**src/rtl/arb_pkg.sv**
```systemverilog
// Shared arbiter types and the MSB-first decoder convention (index n drives bit 7-n).
package arb_pkg;

  localparam int ARB_N     = 8;
  localparam int ARB_IDX_W = 3;

  typedef enum logic {
    ARB_IDLE  = 1'b0,
    ARB_GRANT = 1'b1
  } arb_state_t;

  function automatic logic [ARB_N-1:0] idx_to_onehot(input logic [ARB_IDX_W-1:0] idx);
    return {1'b1, {(ARB_N-1){1'b0}}} >> idx;
  endfunction

endpackage

```
**src/rtl/rr_pick_8.sv**
```systemverilog
// Combinational round-robin search: first requesting index after ptr, wrapping through ptr,
// optionally skipping the current holder.
module rr_pick_8
  import arb_pkg::*;
(
  input  logic [7:0] req,
  input  logic [2:0] ptr,
  input  logic       excl,
  input  logic [2:0] excl_idx,
  output logic       found,
  output logic [2:0] idx
);

  logic [2:0] cand;

  always_comb begin
    found = 1'b0;
    idx   = ptr;
    cand  = ptr;
    // k = 8 wraps back onto ptr itself, so the old owner is considered last
    for (int k = 1; k <= ARB_N; k++) begin
      cand = ptr + 3'(k);
      if (!found && (|(req & idx_to_onehot(cand))) && !(excl && (cand == excl_idx))) begin
        found = 1'b1;
        idx   = cand;
      end
    end
  end

endmodule

```
**src/rtl/rr_arbiter_8.sv**
```systemverilog
// Eight-way round-robin arbiter with registered one-hot/index grant and a maximum hold time.
module rr_arbiter_8
  import arb_pkg::*;
#(
  parameter int HOLD_MAX = 15
) (
  input  logic       clk,
  input  logic       rst_n,
  input  logic [7:0] req,
  output logic [7:0] gnt,
  output logic [2:0] gnt_idx,
  output logic       gnt_valid
);

  // With no limit the counter simply parks at its maximum and never triggers a rotation
  localparam logic [7:0] HOLD_LAST = (HOLD_MAX == 0) ? 8'hFF : 8'(HOLD_MAX - 1);

  arb_state_t state;
  logic [2:0] ptr;
  logic [7:0] hold_cnt;

  logic       holder_req;
  logic       others;
  logic       force_rot;
  logic       excl;
  logic       found;
  logic [2:0] pick_idx;
  logic       regrant;
  logic       go_idle;

  assign holder_req = |(req & idx_to_onehot(ptr));
  assign others     = |(req & ~idx_to_onehot(ptr));
  assign force_rot  = (HOLD_MAX != 0) && (hold_cnt == HOLD_LAST) && others;
  assign excl       = (state == ARB_GRANT);

  rr_pick_8 u_pick (
    .req      (req),
    .ptr      (ptr),
    .excl     (excl),
    .excl_idx (ptr),
    .found    (found),
    .idx      (pick_idx)
  );

  always_comb begin
    regrant = 1'b0;
    go_idle = 1'b0;
    case (state)
      ARB_IDLE: regrant = found;
      ARB_GRANT: begin
        if (!holder_req) begin
          regrant = found;
          go_idle = !found;
        end else if (force_rot) begin
          regrant = 1'b1;
        end
      end
      default: go_idle = 1'b1;
    endcase
  end

  // Grant register stage: one-hot comes straight from the chosen index
  always_ff @(posedge clk or negedge rst_n) begin
    if (!rst_n) begin
      state     <= ARB_IDLE;
      ptr       <= 3'd7;
      hold_cnt  <= 8'd0;
      gnt       <= 8'h00;
      gnt_idx   <= 3'd0;
      gnt_valid <= 1'b0;
    end else if (regrant) begin
      state     <= ARB_GRANT;
      ptr       <= pick_idx;
      hold_cnt  <= 8'd0;
      gnt       <= idx_to_onehot(pick_idx);
      gnt_idx   <= pick_idx;
      gnt_valid <= 1'b1;
    end else if (go_idle) begin
      state     <= ARB_IDLE;
      gnt       <= 8'h00;
      gnt_valid <= 1'b0;
    end else if ((state == ARB_GRANT) && (hold_cnt != HOLD_LAST)) begin
      hold_cnt  <= hold_cnt + 8'd1;
    end
  end

endmodule

```
**config.mk**
```make
export PLATFORM = sky130hd
export DESIGN_NAME = rr_arbiter_8
export DESIGN_NICKNAME = d
export VERILOG_FILES = /design/src/rtl/arb_pkg.sv /design/src/rtl/rr_pick_8.sv /design/src/rtl/rr_arbiter_8.sv
export SDC_FILE = /design/constraint.sdc
export NUM_CORES = 1
export LEC_CHECK = 0
export CAP_MARGIN = 15
export CORE_ASPECT_RATIO = 0.75
export CORE_MARGIN = 3
export CORE_UTILIZATION = 35
export CTS_CLUSTER_DIAMETER = 80
export CTS_CLUSTER_SIZE = 28
export DETAILED_ROUTE_END_ITERATION = 10
export PLACE_DENSITY = 0.64
export SYNTH_ARGS = -nofsm -noshare
export SYNTH_HDL_FRONTEND = slang
export SYNTH_HIERARCHICAL = 1
export SYNTH_SLANG_ARGS = --single-unit
```
**constraint.sdc**
```tcl
create_clock -name clk -period 7.15 [get_ports clk]
set_clock_uncertainty 0.1 [all_clocks]
set_input_delay 0.715 -clock clk [delete_from_list [all_inputs] [get_ports clk]]
set_output_delay 0.715 -clock clk [all_outputs]
set_load 0.1 [all_outputs]
```
==> flow_metrics.env <==
export IMPL_wire_per_inst_um=17.2
export IMPL_cp_arrival_ns=4.62
export IMPL_slowest_delay_ns=0.80
export IMPL_antenna_found_initial=0
export IMPL_synth_cell_type_count=74
export IMPL_postSynthAreaPerCell_um2=9.05
export IMPL_ys_async_sr_fraction_pct=100
export IMPL_syn_num_nets=284
export IMPL_drt_iter0_markers=195
export IMPL_top_level_ports=22
export IMPL_cts_sinks=23
export IMPL_endpoint_kind="flop"
export IMPL_fin_crit_sh_pct=63.8
export IMPL_die_area_um2=7840
export IMPL_initial_utilization_pct=37.0
export IMPL_drc=0
export IMPL_mostFrequentLayoutCells="24 x nand2_1, 21 x clkdlybuf4s50_1, 20 x dfrtp_1, 13 x a22oi_1, 12 x a21oi_1"
export IMPL_crit_required_ns=7.21
export IMPL_slew_headroom_pct=33.8
export IMPL_cts_resized=0
export IMPL_detailed_place_hpwl_um=4490
export IMPL_crit_path_start_kind="flop"
export IMPL_htreeDepth=1
export IMPL_cts_tree="yes"
export IMPL_cts_hold_buf=0
export IMPL_grt_pass1_vias=1943
export IMPL_cap_violations=0
export IMPL_ys_ff_latch=23
export IMPL_vias=2199
export IMPL_io_buffer_count=21
export IMPL_path_common_cell="a22o_1"
export IMPL_fmax_mhz=219
export IMPL_critical_path_slowest_cell="dfstp_2"
export IMPL_drive_gt1_share_pct=10.8
export IMPL_synthFlopType="dfrtp_1"
export IMPL_use_met1_pct=25.8
export IMPL_cpLargestDelayFamily="compound AO/OA/AOI/OAI gates"
export IMPL_gp_congestion=0.886
export IMPL_timing_final_setup_violations=0
export IMPL_final_instance_count_excl_fill=359
export IMPL_fin_setup_tns_ns=0
export IMPL_critPathKind="flop to flop"
export IMPL_finalHoldViolCount=0
export IMPL_netlist_area_um2=2380
export IMPL_grt_max_degree=27
export IMPL_crit_buf_inv=1
export IMPL_use_met3_pct=3.14
export IMPL_synthToLayoutAreaGrowth_pct=13.1
export IMPL_insertion_delay_ns=0.26
export IMPL_yosysWarnings=6
export IMPL_grt_pass1_wl_um=10100
export IMPL_root_buffer="clkbuf_8"
export IMPL_layout_commonest_cell="nand2_1"
export IMPL_cts_setup_buffers=0
export IMPL_synth_edf_count=0
export IMPL_final_max_slew_viol_count=0
export IMPL_grt_overflow=0
export IMPL_routed_wirelength_um=6180
export IMPL_path_clk_slew_ns=0.09
export IMPL_grtUsageMet2_pct=20.6
export IMPL_r2r_setup_slack_ns=2.59
export IMPL_die_w_um=101
export IMPL_rows=25
export IMPL_dp_cells=354
export IMPL_busiest_layer="met1"
export IMPL_clk_path_buf_depth=2
export IMPL_die_y_um=77.4
export IMPL_cp_cell_sequence="inv_1 -> ha_1 -> a22o_1 -> or3b_1 -> a222oi_1 -> o211ai_1 -> o41ai_1 -> a21oi_1 -> xnor2_1 -> nor2_1 -> a22o_1"
export IMPL_hp_class="flop to flop"
export IMPL_period_needed_ns=4.56
export IMPL_synthCells=263
export IMPL_drtAntennaViolNets=0
export IMPL_antenna_cells=0
export IMPL_first_pass_iters=5
export IMPL_rsz0062_at_grt="false"
export IMPL_tightestPinTransition_ns=0.989
export IMPL_synth_seq_area_share_pct=24.3
export IMPL_via_per_inst=6.13
export IMPL_cts_buffers=3
export IMPL_path_max_fanout=21
export IMPL_fin_nets=300
export IMPL_status="finished, final reports clean"
export IMPL_core_um2=6440
export IMPL_grt_use_total_pct=15.6
==> worst reg2reg max path, delay by kind of cell, from the launching register on <==
kind / cells / cell delay (ns)
XOR/XNOR: 1 / 0.58
AO/OA/AOI/OAI: 6 / 1.95
adder cells (fa/ha/maj): 1 / 0.34
flip-flops: 1 / 0.80
buffers and inverters: 1 / 0.20
AND/OR/NAND/NOR: 2 / 0.49
==> registers in the layout, summed over array words and instances (netlist names) <==
register  cells
hold_cnt      8
gnt_idx       3
gnt           8
ptr           3
excl          1
==> final timing paths <==
kind | start | endpoint | cells past startpoint
max in group asynchronous | rst_n | ptr[2]$_DFFE_PN1P_ | 2
worst min register to register | gnt_idx[2]$_DFFE_PN0P_ | gnt_idx[2]$_DFFE_PN0P_ | 1
worst max-delay path | ptr[1]$_DFFE_PN1P_ | gnt[7]$_DFFE_PN0P_ | 11
worst max register to register | ptr[1]$_DFFE_PN1P_ | gnt[7]$_DFFE_PN0P_ | 11
min in group asynchronous | rst_n | excl$_DFFE_PN0P_ | 1
worst min-delay path | gnt_idx[2]$_DFFE_PN0P_ | gnt_idx[2]$_DFFE_PN0P_ | 1
==> per-layer routing <==
layer	vias to the layer above	part of all wire [%]
li1	1066	-
met1	1037	52
met2	94	39
met3	2	8.2
met4	0	0.36
met5	-	0
==> cell usage after synthesis (all sizes together) (6+ instances only) <==
cell	count	area share [%]
nand4	8	2.1
mux2i	9	3.8
buf	7	2.5
and2	8	2.1
a22oi	16	6.8
a21oi	13	2.9
xor2	6	2.2
or4	6	2.0
nand2	24	3.8
inv	9	1.4
ha	11	5.8
a22o	9	3.7
nand3	8	2.2
dfrtp	20	21
nor2	11	1.7
mux2	7	3.3
xnor2	9	3.6
o21ai	7	1.6
==> area by class of cell <==
type / count / area [um2]
Clock buffer: 3 / 41.3
Clock inverter: 1 / 7.51
Fill cell: 635 / 3750
Inverter: 9 / 33.8
Multi-Input combinational cell: 220 / 1690
Sequential cell: 23 / 579
Tap cell: 81 / 101
Timing Repair Buffer: 22 / 235
==> cells by family after synthesis <==
group                    synth area share [%]
multiplexers                             7.09
AO/OA/AOI/OAI                            31.0
buffers and inverters                    4.52
flip-flops                               24.3
AND/OR/NAND/NOR                          21.4
adder cells (fa/ha/maj)                  5.78
XOR/XNOR                                 5.83
==> stage by stage <==
stage                     utilization (%)  hold slack, ns  area [um2]  worst slack, ns
after floorplan                         -           0.319        2380             3.26
after global placement               40.6           0.390        2620             2.65
after detailed placement             40.6           0.377        2620             2.70
after CTS                            41.4           0.402        2670             2.67
after global routing                 41.8           0.412        2690             2.31
final                                41.8           0.395        2690             2.59
Power is left out: the tool's default activity adds up to more than one toggle a clock period on the data nets, which glitch-free logic cannot reach.
